--- src/rtl/ahb_sramc_pkg.sv ---
// Shared encodings for the AHB-to-SRAM controller.
//   htrans / hsize / hresp codes and the controller FSM state type.
package ahb_sramc_pkg;

  localparam logic [1:0] HTRANS_IDLE   = 2'b00;
  localparam logic [1:0] HTRANS_BUSY   = 2'b01;
  localparam logic [1:0] HTRANS_NONSEQ = 2'b10;
  localparam logic [1:0] HTRANS_SEQ    = 2'b11;

  localparam logic [2:0] HSIZE_BYTE  = 3'd0;
  localparam logic [2:0] HSIZE_HALF  = 3'd1;
  localparam logic [2:0] HSIZE_WORD  = 3'd2;
  localparam logic [2:0] HSIZE_DWORD = 3'd3;

  localparam logic [1:0] HRESP_OKAY  = 2'b00;
  localparam logic [1:0] HRESP_ERROR = 2'b01;

  typedef enum logic [2:0] {
    StIdle,
    StWr,
    StRdWait,
    StRdLast,
    StErr1,
    StErr2
  } state_e;

endpackage

--- src/rtl/ahb_sramc_lane_dec.sv ---
// Byte-lane decoder.
//   i_hsize    : AHB transfer size
//   i_addr_lo  : byte offset of haddr within one data word
//   o_be       : byte enables of the lanes the transfer touches
//   o_size_err : size wider than the bus, or address not size-aligned
module ahb_sramc_lane_dec #(
  parameter int unsigned DATA_W = 32
) (
  input  logic [2:0]                   i_hsize,
  input  logic [$clog2(DATA_W/8)-1:0]  i_addr_lo,
  output logic [DATA_W/8-1:0]          o_be,
  output logic                         o_size_err
);

  localparam int unsigned BYTES = DATA_W / 8;
  localparam int unsigned LB    = $clog2(BYTES);

  logic w_too_big;
  logic w_misalign;

  always_comb begin
    w_too_big  = (i_hsize > 3'(LB));
    w_misalign = 1'b0;
    for (int unsigned j = 0; j < LB; j++) begin
      if ((j < 32'(i_hsize)) && i_addr_lo[j]) w_misalign = 1'b1;
    end
    o_be = '0;
    if (!w_too_big) begin
      // A lane is enabled when it falls in the same size-aligned group as the address.
      for (int unsigned i = 0; i < BYTES; i++) begin
        o_be[i] = ((i >> i_hsize) == (32'(i_addr_lo) >> i_hsize));
      end
    end
    o_size_err = w_too_big | w_misalign;
  end

endmodule

--- src/rtl/ahb_sramc_gen2.sv ---
// AHB-Lite slave in front of a single-port synchronous SRAM.
//   AHB side : hsel/hwrite/hready_in/htrans/hsize/hburst/haddr/hwdata in,
//              hready_out/hresp/hrdata out. Zero-wait writes, 1+RD_WAIT wait reads,
//              two-cycle ERROR response for bad size/alignment/range.
//   SRAM side: sram_cs/sram_we/sram_be/sram_addr/sram_wdata out, sram_rdata in
//              (valid the cycle after a read strobe, held until the next strobe).
module ahb_sramc_gen2
  import ahb_sramc_pkg::*;
#(
  parameter int unsigned DATA_W  = 32,
  parameter int unsigned DEPTH   = 4096,
  parameter int unsigned ADDR_W  = 32,
  parameter int unsigned RD_WAIT = 0
) (
  input  logic                      hclk,
  input  logic                      hreset,
  input  logic                      hsel,
  input  logic                      hwrite,
  input  logic                      hready_in,
  input  logic [1:0]                htrans,
  input  logic [2:0]                hsize,
  input  logic [2:0]                hburst,
  input  logic [ADDR_W-1:0]         haddr,
  input  logic [DATA_W-1:0]         hwdata,
  output logic                      hready_out,
  output logic [1:0]                hresp,
  output logic [DATA_W-1:0]         hrdata,
  output logic                      sram_cs,
  output logic                      sram_we,
  output logic [DATA_W/8-1:0]       sram_be,
  output logic [$clog2(DEPTH)-1:0]  sram_addr,
  output logic [DATA_W-1:0]         sram_wdata,
  input  logic [DATA_W-1:0]         sram_rdata
);

  localparam int unsigned BYTES    = DATA_W / 8;
  localparam int unsigned LB       = $clog2(BYTES);
  localparam int unsigned SA_W     = $clog2(DEPTH);
  localparam logic [1:0]  LAST_CNT = 2'(RD_WAIT);

  // Bursts carry a full address per beat and NONSEQ/SEQ are treated alike.
  logic w_unused;
  assign w_unused = ^hburst ^ htrans[0];

  logic             w_valid;
  logic             w_size_err;
  logic             w_range_err;
  logic             w_err;
  logic [BYTES-1:0] w_be;
  logic [SA_W-1:0]  w_idx;

  assign w_valid = hsel & hready_in & htrans[1];
  assign w_idx   = haddr[SA_W+LB-1:LB];

  if (ADDR_W > SA_W + LB) begin : g_range
    assign w_range_err = |haddr[ADDR_W-1:SA_W+LB];
  end else begin : g_no_range
    assign w_range_err = 1'b0;
  end

  assign w_err = w_size_err | w_range_err;

  ahb_sramc_lane_dec #(
    .DATA_W(DATA_W)
  ) u_lane_dec (
    .i_hsize   (hsize),
    .i_addr_lo (haddr[LB-1:0]),
    .o_be      (w_be),
    .o_size_err(w_size_err)
  );

  state_e           r_state;
  logic [1:0]       r_cnt;
  logic             r_hready;
  logic [1:0]       r_hresp;
  logic             r_cs;
  logic             r_we;
  logic [BYTES-1:0] r_be;
  logic [SA_W-1:0]  r_sa;

  always_ff @(posedge hclk) begin
    if (hreset) begin
      r_state  <= StIdle;
      r_cnt    <= '0;
      r_hready <= 1'b1;
      r_hresp  <= HRESP_OKAY;
      r_cs     <= 1'b0;
      r_we     <= 1'b0;
      r_be     <= '0;
      r_sa     <= '0;
    end else begin
      // SRAM strobes last a single cycle unless re-armed below.
      r_cs <= 1'b0;
      r_we <= 1'b0;
      r_be <= '0;
      r_sa <= '0;
      unique case (r_state)
        StRdWait: begin
          if (r_cnt == LAST_CNT) begin
            r_state  <= StRdLast;
            r_hready <= 1'b1;
          end else begin
            r_cnt <= r_cnt + 2'd1;
          end
        end
        StErr1: begin
          r_state  <= StErr2;
          r_hready <= 1'b1;
        end
        default: begin
          // IDLE, WR, RD_LAST and ERR2 end a data phase and may take a new address phase.
          r_hready <= 1'b1;
          r_hresp  <= HRESP_OKAY;
          r_cnt    <= '0;
          if (!w_valid) begin
            r_state <= StIdle;
          end else if (w_err) begin
            r_state  <= StErr1;
            r_hready <= 1'b0;
            r_hresp  <= HRESP_ERROR;
          end else if (hwrite) begin
            r_state <= StWr;
            r_cs    <= 1'b1;
            r_we    <= 1'b1;
            r_be    <= w_be;
            r_sa    <= w_idx;
          end else begin
            r_state  <= StRdWait;
            r_hready <= 1'b0;
            r_cs     <= 1'b1;
            r_be     <= '1;
            r_sa     <= w_idx;
          end
        end
      endcase
    end
  end

  assign hready_out = r_hready;
  assign hresp      = r_hresp;
  assign hrdata     = (r_state == StRdLast) ? sram_rdata : '0;
  // Suppress the strobe in the very cycle a reset is being sampled.
  assign sram_cs    = r_cs & ~hreset;
  assign sram_we    = r_we & ~hreset;
  assign sram_be    = r_be;
  assign sram_addr  = r_sa;
  assign sram_wdata = (r_state == StWr) ? hwdata : '0;

endmodule

--- config.mk ---
export PLATFORM = sky130hd
export DESIGN_NAME = ahb_sramc_gen2
export DESIGN_NICKNAME = d
export VERILOG_FILES = /design/src/rtl/ahb_sramc_pkg.sv /design/src/rtl/ahb_sramc_lane_dec.sv /design/src/rtl/ahb_sramc_gen2.sv
export SDC_FILE = /design/constraint.sdc
export NUM_CORES = 1
export LEC_CHECK = 0
export BUFFER_PORTS_ARGS = -buffer_cell sky130_fd_sc_hd__buf_2
export CAP_MARGIN = 0
export CORE_AREA = 2 2 75 77
export DETAILED_ROUTE_END_ITERATION = 8
export DIE_AREA = 0 0 77 79
export PLACE_DENSITY = 0.73
export SLEW_MARGIN = 20
export SYNTH_ARGS = -nofsm -noshare
export SYNTH_HDL_FRONTEND = slang
export SYNTH_SLANG_ARGS = --single-unit
export TNS_END_PERCENT = 100
--- constraint.sdc ---
create_clock -name hclk -period 2.9 [get_ports hclk]
set_input_delay 0.29 -clock hclk [delete_from_list [all_inputs] [get_ports hclk]]
set_output_delay 0.29 -clock hclk [all_outputs]
set_load 0.02 [all_outputs]
==> After elaboration in Yosys (flattened, before gate mapping) <==
Cells that the tools add are included.
{ "totals": {"reg_bits": 26, "out_inout_bits": 85, "wordCells": 65} }
{ "classes": {"n_addsub": 1, "n_lt_le_gt_ge": 3, "n_eq_ne": 10, "shifts": 5, "muxes": 21, "bitwise_logic": 9, "reduce_logical": 8} }
{ "op_table": {"columns": ["op", "n"], "rows": [
  ["== test 32 bit", 4],
  ["2-to-1 mux 32 bit", 2],
  [">> shifter 1 x 3 -> 32 bit, first input constant", 2],
  [">> shifter 2 x 3 -> 32 bit, first input constant", 2],
  [">> shifter 2 x 3 -> 32 bit", 1],
  ["OR reduction 18 bit", 1],
  ["2-to-1 mux 1 bit", 9],
  ["2-to-1 mux 3 bit", 3],
  ["2-to-1 mux 4 bit", 2],
  ["== test 3 x 2 -> 1 bit, second input constant", 2],
  ["less-than comparator 1 x 3 -> 1 bit, first input constant", 2],
  ["one-hot mux 3 bit (2 select lines)", 1],
  ["OR reduction 5 bit", 1],
  ["AND 1 bit", 4],
  ["2-to-1 mux 2 bit", 2],
  ["inequality test 2 bit, second input constant", 2],
  ["one-hot mux 2 bit (2 select lines)", 1],
  ["OR reduction 4 bit", 1],
  ["== test 3 x 1 -> 1 bit, second input constant", 1],
  ["== test 3 bit, second input constant", 1],
  ["> comparator 3 x 2 -> 1 bit, second input constant", 1],
  ["inverter 1 bit", 3],
  ["adder 2 x 1 -> 2 bit, second input constant", 1],
  ["logical AND 1 bit", 2],
  ["5 further kinds", 6]
]} }

==> Longest topological paths before layout <==
Gate-level depths: netlist of the first run.
{ "depth": {"word_depth": 9, "mapped_depth": 5, "ltp_nobuf": 5} }

==> Modules after synthesis <==
A second synthesis of the first run with hierarchy kept.
{ "hier_totals": {"cells_unflattened": 185, "hier_area_um2": 1512.7} }
{ "modules_own_cells": {"columns": ["module", "n_inst", "cells_per_inst", "area_each_um2"], "rows": [
  ["ahb_sramc_gen2", 1, 170, 1435.1],
  ["ahb_sramc_lane_dec", 1, 15, 77.6]
]} }

==> Least setup slack after synthesis of the first run <==
OpenSTA, ideal clock, no wires.
{ "synth_path": {"path_kind": "register -> output", "startpoint": "reg r_state[0]", "endpoint": "out sram_wdata[10]", "t_arrival_ns": 1.420, "path_slack_ns": 1.190, "stages_incl_launch_ff": 6, "n_path_buf": 2, "path_cell_list": "dfxtp_1 clkbuf_1 inv_1 nor3_1 clkbuf_1 and2_1"} }
{ "synth_via": {"elab_chain_cells": 2} }
{ "synth_lines": {"columns": ["item", "line_no", "text"], "rows": [
  ["from (decl)", "ahb_sramc_gen2.sv:72", "state_e r_state;"],
  ["from (signal assigned)", "ahb_sramc_gen2.sv:83", "r_state <= StIdle;"],
  ["from (signal assigned)", "ahb_sramc_gen2.sv:100", "r_state <= StRdLast;"],
  ["from (signal assigned)", "ahb_sramc_gen2.sv:107", "r_state <= StErr2;"],
  ["== test 3 x 1 -> 1 bit", "ahb_sramc_gen2.sv:147", "assign sram_wdata = (r_state == StWr) ? hwdata : '0;"],
  ["2-to-1 mux 32 bit", "ahb_sramc_gen2.sv:147", null],
  ["to (decl)", "ahb_sramc_gen2.sv:32", "output logic [DATA_W-1:0] sram_wdata,"]
]} }
Every way passes these cells.

==> Worst setup path in the final report of the first run <==
{ "layout_path": {"startpoint": "reg r_state[1]", "endpoint": "out hrdata[19]"} }
{ "layout_via": {"elab_chain_cells": 2} }
{ "layout_lines": {"columns": ["item", "line_no", "text"], "rows": [
  ["== test 3 x 2 -> 1 bit", "ahb_sramc_gen2.sv:141", "assign hrdata = (r_state == StRdLast) ? sram_rdata : '0;"],
  ["2-to-1 mux 32 bit", "ahb_sramc_gen2.sv:141", null],
  ["to (decl)", "ahb_sramc_gen2.sv:27", "output logic [DATA_W-1:0] hrdata,"]
]} }
Every way passes these cells.

==> reports/qor.txt, run 1 <==
status -> complete, no violations
via/cell ratio -> 4.36
CP max FO -> 34
H-Tree Depth -> 1
IO Count -> 194
number of DRC markers in iteration 0 -> 56
synth unique cells -> 30
number of synthesized flops with an enable pin -> 0
r2r setup slk -> 1210 ps
clock buffer depth -> 2
max cap viols -> 0
Post-Synth Adder-Cell Area -> 0.849%
GRT Max-Usage Layer -> met2
Hold-fix buffers, CTS -> 0
CP max stage cell -> dfxtp_1
CP max stage delay -> 430 ps
Hold Path Class -> in2reg
worst-skew pair later-pin latency -> 270 ps
Top FF cell, synth -> dfxtp_1
unrepaired setup endpoints after global routing -> no
first-pass GRT wire length -> 7500 um
GR Util met1 -> 17.8%
number of global-route vias before repair -> 1668
Area Overhead vs Synth -> 70.6%
post-placement cell area -> 2470 um2
Routed WL per cell -> 11.4 um
fin crit share -> 64.9%
gr usage total -> 14.9%
Syn Std Cell Area -> 1470 um2
main combinational cell family by area after synthesis -> simple AND/OR/NAND/NOR gates
cell count after placement -> 431
Post-Synth XOR/XNOR Area -> 1.19%
CP Launch Type -> flip-flop
die area -> 6080 um2
TritonCTS Sinks -> 25
Final Max Slew Viols -> 0
PD cells -> 276 nW/um2
Max Freq -> 531 MHz
Final ANT Viol Nets -> 0
CTS tree -> yes
nature of the critical path endpoint -> output pin
cts repair resizes -> 0
fraction of synthesized area in multiplexers -> 0.764%
worst-path cell chain -> nor2b_1 -> buf_4 -> and3_1 -> buf_2
Seq/Total Area, Yosys -> 34.0%
clock-pin slew on the worst setup and hold paths -> 90 ps
Fill cells -> 550
Syn Nets -> 292
Setup TNS Final -> 0 ps
core area -> 5340 um2
largest net degree at the start of global routing -> 36
leakage -> 1.58 nW
Die Span X -> 77 um
Num CTS Buffers -> 3
GPL Wtd Cong -> 0.703
Detailed Place HPWL -> 4140 um
layout cells sized above 1 -> 55.9%
clock root buffer -> clkbuf_8
GR Util met2 -> 25.9%
classification of the worst setup path -> reg2out
Avg Inst Size Synth -> 8.10 um2
total wire length -> 4960 um
final global-route overflow total -> 0
design area -> 2510 um2
required time worst endpoint -> 2610 ps
Worst Path Arrival -> 1590 ps
Fin. Hold Viols -> 0
Core Util, Final -> 47.1%
DR vias -> 1897
PortBufs -> 188
worst vdd ir -> 225 uV
share of flip-flops with an asynchronous set or reset -> 0%
endpoints failing setup -> 0
Yosys Warn Count -> 0
DRC -> 0
Post-Synth Simple-Gate Area -> 46.5%
Syn Inst Count -> 182
Tmin final -> 1880 ps
ant diodes -> 0
Rows -> 27
post-synthesis compound-gate area fraction -> 10.6%
Rel. slew slack -> 54.7%
number of post-CTS setup repair buffers -> 0
GR Util met3 -> 4.55%
Pwr Total -> 0.693 mW
worst-margin pin slew -> 677 ps
fin nets -> 474
antenna violations before repair -> 0
Starting Density -> 27.6%
Non-Filler Instances -> 435
Synth Register Bits -> 25
Pre-antenna DRT Iters -> 4
clk_skew -> 7.15 ps
die span in y -> 79 um
power breakdown:
part           leakage (nW)  internal, mW  switching (mW)
clock network        0.0255        0.0961           0.111
logic                  1.35        0.0733          0.0640
registers             0.202         0.346         0.00274
total                  1.58         0.515           0.178
area by class of cell:
cell class	instances	area (um2)	share of cell area, %
timing repair buffer	191	963	38.3
inverter	6	22.5	0.896
sequential	25	500	19.9
clock inverter	1	5.00	0.199
multi-input combinational	137	892	35.5
tap	72	90.1	3.58
clock buffer	3	41.3	1.64
per-layer routing:
metal | share of wire (%) | up-vias
li1 | - | 981
met1 | 40 | 813
met2 | 49 | 96
met3 | 9.5 | 7
met4 | 1.1 | 0
met5 | 0 | -
cells in the mapped netlist (2+ instances only):
master    instances  area share [%]
a21boi_0          5             2.5
a21oi_1           4             1.4
clkbuf_1         12             3.1
a22oi_1           2             1.0
nor2_1            5             1.3
o21ai_0           8             2.7
and3_1           32              14
dfxtp_1          25              34
nor4_1            3             1.3
nor2b_1           5             2.1
nand3_1           4             1.4
nor3_1            6             2.0
inv_1             6             1.5
and2_1           45              19
xnor2_1           2             1.2
nor4_2            2             1.7
o31ai_1           2             1.0
nand2_1           2            0.51
stage by stage:
step / worst slack [ps] / hold slack (ps)
3_5_place_dp: 905 / 452
2_1_floorplan: 1190 / 396
4_1_cts: 991 / 204
5_1_grt: 874 / 203
3_3_place_gp: 999 / 440
6_report: 1020 / 209
kinds of logic after synthesis:
logic type | after synthesis
muxes | 1
xor gates and xnor gates | 2
DFF | 25
adders and majority gates | 1
other | 1
and+or+nand+nor | 108
buffers and inverters | 20
AOI/OAI and AO/OA | 24
registers in the layout (all words and copies together), names as in the netlist:
register / cells
r_state: 3
r_cnt: 2
hready_out: 1
sram_be: 4
sram_addr: 12
r_cs: 1
hresp: 1
r_we: 1
placed cells by master (no fill, tap or decap), types with 2 or more instances in the layout:
| cell | instances |
|---|---|
| buf_2 | 188 |
| and2_1 | 45 |
| and3_1 | 32 |
| dfxtp_1 | 25 |
| o21ai_0 | 8 |
| inv_1 | 6 |
| nor2b_1 | 5 |
| nor3_1 | 5 |
| nor2_1 | 5 |
| a21boi_0 | 5 |
| nand3_1 | 4 |
| a21oi_1 | 4 |
| nor4_1 | 3 |
| clkbuf_8 | 3 |
| buf_4 | 3 |
| nor4_2 | 2 |
| o31ai_1 | 2 |
| xnor2_1 | 2 |
| a22oi_1 | 2 |
| nand2_1 | 2 |
worst paths after layout:
check | start | end | cells past startpoint
worst min register to register | hresp[0]$_SDFFE_PP0N_ | hresp[0]$_SDFFE_PP0N_ | 2
worst min-delay path | haddr[4] | sram_addr[2]$_SDFF_PP0_ | 2
worst max register to register | r_state[2]$_SDFFE_PP0P_ | sram_be[3]$_SDFF_PP0_ | 4
worst max-delay path | r_state[1]$_SDFFE_PP0P_ | hrdata[19] | 4
critical path: cells and delay by family, from the launching register on:
kind	cells	cell delay [ps]
buffers and inverters	2	460
flip-flops	1	430
AND/OR/NAND/NOR	2	440
Power figures use the tool's default switching activity.
==> run 2: changes to the inputs <==
--- a/config.mk
+++ b/config.mk
@@ -7,10 +7,9 @@
 export LEC_CHECK = 0
 export BUFFER_PORTS_ARGS = -buffer_cell sky130_fd_sc_hd__buf_2
 export CAP_MARGIN = 0
-export CORE_AREA = 2 2 75 77
+export CORE_UTILIZATION = 28
 export DETAILED_ROUTE_END_ITERATION = 8
-export DIE_AREA = 0 0 77 79
-export PLACE_DENSITY = 0.73
+export PLACE_DENSITY = 0.76
 export SLEW_MARGIN = 20
 export SYNTH_ARGS = -nofsm -noshare
 export SYNTH_HDL_FRONTEND = slang
==> constraint.sdc (replaced) <==
create_clock -name hclk -period 1.64 [get_ports hclk]
set_input_delay 0.164 -clock hclk [delete_from_list [all_inputs] [get_ports hclk]]
set_output_delay 0.164 -clock hclk [all_outputs]
set_load 0.02 [all_outputs]
==> run 2 against run 1 <==
Effect of this change: register-to-register slack worse by 1100 ps; clock skew shrank 6.1 ps; clock-buffer cell count unchanged; global-route usage up 0.49 points; clock power grew 83%; critical path type unchanged.
==> reports/qor.txt, run 2 (synthesized netlist as in run 1, its figures left out) <==
status -> complete, no violations (unchanged)
PortBufs -> 188 (unchanged)
die span in y -> 74.6 um (was 79 um)
r2r setup slk -> 150 ps (was 1210 ps)
Hold Path Class -> in2reg (unchanged)
Core Util, Final -> 55.0% (was 47.1%)
Pwr Total -> 1.28 mW (was 0.693 mW)
CP Launch Type -> flip-flop (unchanged)
max cap viols -> 0 (unchanged)
number of global-route vias before repair -> 1399 (was 1668)
Comb pwr share -> 22.4% (was 19.8%)
DR vias -> 1959 (was 1897)
Int Power -> 0.949 mW (was 0.515 mW)
via/cell ratio -> 4.42 (was 4.36)
Fill cells -> 470 (was 550)
required time worst endpoint -> 1480 ps (was 2610 ps)
first-pass GRT wire length -> 6470 um (was 7500 um)
Final ANT Viol Nets -> 0 (unchanged)
clk_skew -> 1.08 ps (was 7.15 ps)
Tmin final -> 1620 ps
Placement Setup Slack -> 53.0 ps (was 905 ps)
CTS tree -> yes (unchanged)
gr usage total -> 15.4% (was 14.9%)
worst-skew pair later-pin latency -> 270 ps (about the same)
clock root buffer -> clkbuf_8 (unchanged)
Area Overhead vs Synth -> 89.5% (was 70.6%)
die area -> 5560 um2 (was 6080 um2)
clock-pin slew on the worst setup and hold paths -> 90 ps (about the same)
commonest non-fill, non-tap cell in the layout -> buf_2 (unchanged)
crit-path leading delay family -> buffers and inverters (unchanged)
Flop pwr share -> 48.0% (was 50.2%)
GPL Wtd Cong -> 0.820 (was 0.703)
leakage -> 1.66 nW (was 1.58 nW)
CP max stage cell -> dfxtp_4 (was dfxtp_1)
Max Freq -> 617 MHz
endpoints failing setup -> 0 (unchanged)
WP buf/inv -> 4 (was 2)
PD cells -> 460 nW/um2 (was 276 nW/um2)
commonest non-fill, non-tap cells in the layout -> 161 x buf_2, 42 x and2_1, 32 x and3_1 (was 188 x buf_2, 45 x and2_1, 32 x and3_1)
total wire length -> 5530 um (was 4960 um)
fin crit share -> 98.8%
IO Count -> 194 (unchanged)
ant diodes -> 0 (unchanged)
switching share of power -> 26.2% (was 25.7%)
layout cells sized above 1 -> 59.2% (was 55.9%)
Final Max Slew Viols -> 0 (unchanged)
fin nets -> 484 (was 474)
core area -> 5070 um2 (was 5340 um2)
Routed WL per cell -> 12.5 um (was 11.4 um)
antenna violations before repair -> 0 (unchanged)
largest net degree at the start of global routing -> 35 (was 36)
Non-Filler Instances -> 443 (was 435)
Worst Path Arrival -> 1460 ps (was 1590 ps)
clock share of power -> 29.7% (was 29.9%)
number of flip-flops in the largest register -> 12 (unchanged)
unrepaired setup endpoints after global routing -> yes (was no)
nature of the critical path endpoint -> output pin (unchanged)
CP max stage delay -> 380 ps (was 430 ps)
final global-route overflow total -> 0 (unchanged)
classification of the worst setup path -> reg2out (unchanged)
worst vdd ir -> 463 uV (was 225 uV)
Rows -> 26 (was 27)
setup ws final -> 19.1 ps (was 1020 ps)
Psw -> 0.336 mW (was 0.178 mW)
number of DRC markers in iteration 0 -> 70 (was 56)
Die Span X -> 74.6 um (was 77 um)
TritonCTS Sinks -> 25 (unchanged)
Detailed Place HPWL -> 4190 um (was 4140 um)
Num CTS Buffers -> 3 (unchanged)
Starting Density -> 29.0% (was 27.6%)
worst-case hold slack -> 87.3 ps (was 209 ps)
Pre-antenna DRT Iters -> 4 (unchanged)
DRC -> 0 (unchanged)
worst-path cell chain -> inv_2 -> nor3_4 -> buf_6 -> buf_12 -> and2_1 -> buf_4 (was nor2b_1 -> buf_4 -> and3_1 -> buf_2)
CP max FO -> 8 (was 34)
cell count after placement -> 433 (was 431)
Fin. Hold Viols -> 0 (unchanged)
clock buffer depth -> 2 (unchanged)
H-Tree Depth -> 1 (unchanged)
## run 2: cell types whose count changed in the layout (fill, tap and decap cells not counted), moves of 2 or more
cell / before / now
buf_2: 188 / 161
buf_4: 3 / 22
buf_6: 0 / 15
and2_1: 45 / 42
and2_4: 0 / 3
dfxtp_1: 25 / 22
clkbuf_16: 0 / 2
dfxtp_4: 0 / 2
## run 2: worst paths after layout
path,startpoint,to,depth (start not counted)
max,r_state[0]$_SDFFE_PP0P_,sram_wdata[4],6
min,haddr[13],sram_addr[11]$_SDFF_PP0_,2
max reg2reg,r_state[2]$_SDFFE_PP0P_,sram_addr[1]$_SDFF_PP0_,5
min reg2reg,hresp[0]$_SDFFE_PP0N_,hresp[0]$_SDFFE_PP0N_,2
## run 2: metal layers
metal  up-vias  share of wire (%)  track usage [%]
met3         4                6.4             1.49
met2        97                 52             27.6
met5         -                  0                0
met4         0                1.1             4.40
li1        998                  -                -
met1       860                 40             19.5
## run 2: stage by stage
stage | area (um2) | setup TNS, ps
floorplan | 1470 | 0
global placement | 2510 | 0
detailed placement | 2510 | 0
CTS | 2580 | -1.13
global route | 2790 | -241
finish | 2790 | 0
## run 2: repair_timing
| action | CTS | global route |
|---|---|---|
| setup buffers | 0 | 2 |
| hold buffers | 0 | 0 |
| endpoints found under the hold margin | 0 | 0 |
| resized for setup | 8 | 49 |
| gates cloned | 0 | 4 |
| setup endpoints to repair | 64 | 64 |
## run 2: layout make-up
| cell class | instances | area [um2] | area share, % |
|---|---|---|---|
| inverter | 6 | 22.5 | 0.806 |
| timing repair buffer | 201 | 1210 | 43.3 |
| sequential | 25 | 509 | 18.2 |
| tap | 70 | 87.6 | 3.14 |
| clock buffer | 3 | 41.3 | 1.48 |
| clock inverter | 1 | 8.76 | 0.314 |
| multi-input combinational | 137 | 913 | 32.7 |
## run 2: power groups by stage
stage          Combinational (mW)  Clock [mW]  Sequential [mW]
2_1_floorplan              0.0911           0            0.631
3_3_place_gp                0.247           0            0.631
3_5_place_dp                0.249           0            0.631
4_1_cts                     0.252       0.397            0.616
5_1_grt                     0.314       0.417            0.618
6_report                    0.287       0.381            0.616
==> run 3: changes to the inputs <==
--- a/config.mk
+++ b/config.mk
@@ -7,8 +7,10 @@
 export LEC_CHECK = 0
 export BUFFER_PORTS_ARGS = -buffer_cell sky130_fd_sc_hd__buf_2
 export CAP_MARGIN = 0
-export CORE_UTILIZATION = 28
+export CORE_AREA = 2 2 75 77
+export CTS_BUF_LIST = sky130_fd_sc_hd__clkbuf_8
 export DETAILED_ROUTE_END_ITERATION = 8
+export DIE_AREA = 0 0 77 79
 export PLACE_DENSITY = 0.76
 export SLEW_MARGIN = 20
 export SYNTH_ARGS = -nofsm -noshare
==> run 3 against run 2 <==
Effect of this change: first-iteration DRC count down 31%; clock skew up 5.4 ps; power down 0.36%; cell count down 0.23%; routed wire length down 0.25%; largest power group unchanged; global-route usage up 0.42 points.
==> reports/qor.txt, run 3 (synthesized netlist as in run 1, its figures left out) <==
Psw -> 0.327 mW (was 0.336 mW)
worst-skew pair later-pin latency -> 270 ps (about the same)
final global-route overflow total -> 0 (unchanged)
H-Tree Depth -> 1 (unchanged)
required time worst endpoint -> 1480 ps (about the same)
Max Freq -> 634 MHz (was 617 MHz)
PortBufs -> 188 (unchanged)
clock-pin slew on the worst setup and hold paths -> 90 ps (about the same)
Routed WL per cell -> 12.5 um (about the same)
Detailed Place HPWL -> 4040 um (was 4190 um)
Worst Path Arrival -> 1410 ps (was 1460 ps)
classification of the worst setup path -> reg2out (unchanged)
layout cells sized above 1 -> 63.2% (was 59.2%)
number of DRC markers in iteration 0 -> 48 (was 70)
Fill cells -> 500 (was 470)
Non-Filler Instances -> 442 (was 443)
endpoints failing setup -> 0 (unchanged)
cell count after placement -> 434 (was 433)
die area -> 6080 um2 (was 5560 um2)
clock root buffer -> clkbuf_8 (unchanged)
fin crit share -> 96.2% (was 98.8%)
Pre-antenna DRT Iters -> 4 (unchanged)
Int Power -> 0.954 mW (was 0.949 mW)
ant diodes -> 0 (unchanged)
antenna violations before repair -> 0 (unchanged)
max cap viols -> 0 (unchanged)
Flop pwr share -> 48.1% (was 48.0%)
DR vias -> 1962 (was 1959)
clk_skew -> 6.50 ps (was 1.08 ps)
r2r setup slk -> 190 ps (was 150 ps)
Final ANT Viol Nets -> 0 (unchanged)
status -> complete, no violations (unchanged)
largest net degree at the start of global routing -> 36 (was 35)
TritonCTS Sinks -> 25 (unchanged)
Area Overhead vs Synth -> 94.9% (was 89.5%)
gr usage total -> 15.8% (was 15.4%)
Placement Setup Slack -> 89.3 ps (was 53.0 ps)
Hold Path Class -> in2reg (unchanged)
Die Span X -> 77 um (was 74.6 um)
Final Max Slew Viols -> 0 (unchanged)
Core Util, Final -> 53.8% (was 55.0%)
Hold-fix buffers, CTS -> 0 (unchanged)
Tmin final -> 1580 ps (was 1620 ps)
DRC -> 0 (unchanged)
leakage -> 1.68 nW (was 1.66 nW)
commonest non-fill, non-tap cells in the layout -> 156 x buf_2, 32 x and3_1, 28 x buf_6 (was 161 x buf_2, 42 x and2_1, 32 x and3_1)
CTS tree -> yes (unchanged)
commonest non-fill, non-tap cell in the layout -> buf_2 (unchanged)
CP max FO -> 16 (was 8)
Fin. Hold Viols -> 0 (unchanged)
Starting Density -> 27.6% (was 29.0%)
number of global-route vias before repair -> 1790 (was 1399)
post-placement cell area -> 2500 um2 (was 2510 um2)
number of flip-flops in the largest register -> 12 (unchanged)
clock share of power -> 28.2% (was 29.7%)
total wire length -> 5510 um (was 5530 um)
nature of the critical path endpoint -> output pin (unchanged)
design area -> 2870 um2 (was 2790 um2)
core area -> 5340 um2 (was 5070 um2)
clock buffer depth -> 2 (unchanged)
IO Count -> 194 (unchanged)
Comb pwr share -> 23.7% (was 22.4%)
first-pass GRT wire length -> 8060 um (was 6470 um)
via/cell ratio -> 4.44 (was 4.42)
fin nets -> 481 (was 484)
CP Launch Type -> flip-flop (unchanged)
PD cells -> 446 nW/um2 (was 460 nW/um2)
Num CTS Buffers -> 3 (unchanged)
setup ws final -> 62.2 ps (was 19.1 ps)
Rows -> 27 (was 26)
GPL Wtd Cong -> 0.754 (was 0.820)
die span in y -> 79 um (was 74.6 um)
switching share of power -> 25.5% (was 26.2%)
Setup TNS Final -> 0 ps (unchanged)
unrepaired setup endpoints after global routing -> yes (unchanged)
worst vdd ir -> 534 uV (was 463 uV)
run 3: power by group through the flow:
stage	Combinational, mW	Sequential [mW]	Clock [mW]
2_1_floorplan	0.0911	0.631	0
3_3_place_gp	0.241	0.630	0
3_5_place_dp	0.247	0.630	0
4_1_cts	0.266	0.617	0.383
5_1_grt	0.329	0.617	0.407
6_report	0.303	0.616	0.361
run 3: stage by stage:
stage	hold WS, ps	power, mW
after CTS	80.1	1.27
after floorplan	270	0.722
after global placement	364	0.871
after detailed placement	367	0.877
after global routing	82.9	1.35
final	88.1	1.28
run 3: worst paths after layout:
check                                from                      end  cells after the start
setup / recovery  r_state[1]$_SDFFE_PP0P_           sram_wdata[26]                      5
hold / removal                   haddr[4]  sram_addr[2]$_SDFF_PP0_                      2
setup reg to reg  r_state[2]$_SDFFE_PP0P_    sram_be[2]$_SDFF_PP0_                      5
hold reg to reg     hresp[0]$_SDFFE_PP0N_    hresp[0]$_SDFFE_PP0N_                      2
run 3: what timing repair did:
| action | in CTS | in global routing |
|---|---|---|
| setup endpoints to repair | 64 | 66 |
| cloned | 2 | 0 |
| gates resized for setup | 11 | 80 |
| pin swaps | 1 | 3 |
| buffers inserted | 2 | 0 |
run 3: worst max-delay path, cell delays in order (launching register included):
cell and delay, ps:
dfxtp_4 380, nor3_4 220, buf_12 140, buf_12 130, and2_1 150, buf_6 120
run 3: per-layer routing:
metal  part of all wire (%)  wire length, um  up-vias  global-route usage, %
met2                     52             2890       97                   28.6
met3                    8.7              479        2                   4.20
li1                       -                -      996                      -
met4                   0.31               17        0                   2.68
met1                     39             2120      867                   19.1
met5                      0                0        -                      0
run 3: final cells by class:
type,instances,area (um2),area share (%)
flip-flops and latches,25,507,17.6
repair buffers,198,1250,43.6
clock inverters,1,5.00,0.174
multi-input cells,137,953,33.2
well taps,72,90.1,3.14
clock buffers,3,41.3,1.44
inverters,6,22.5,0.784
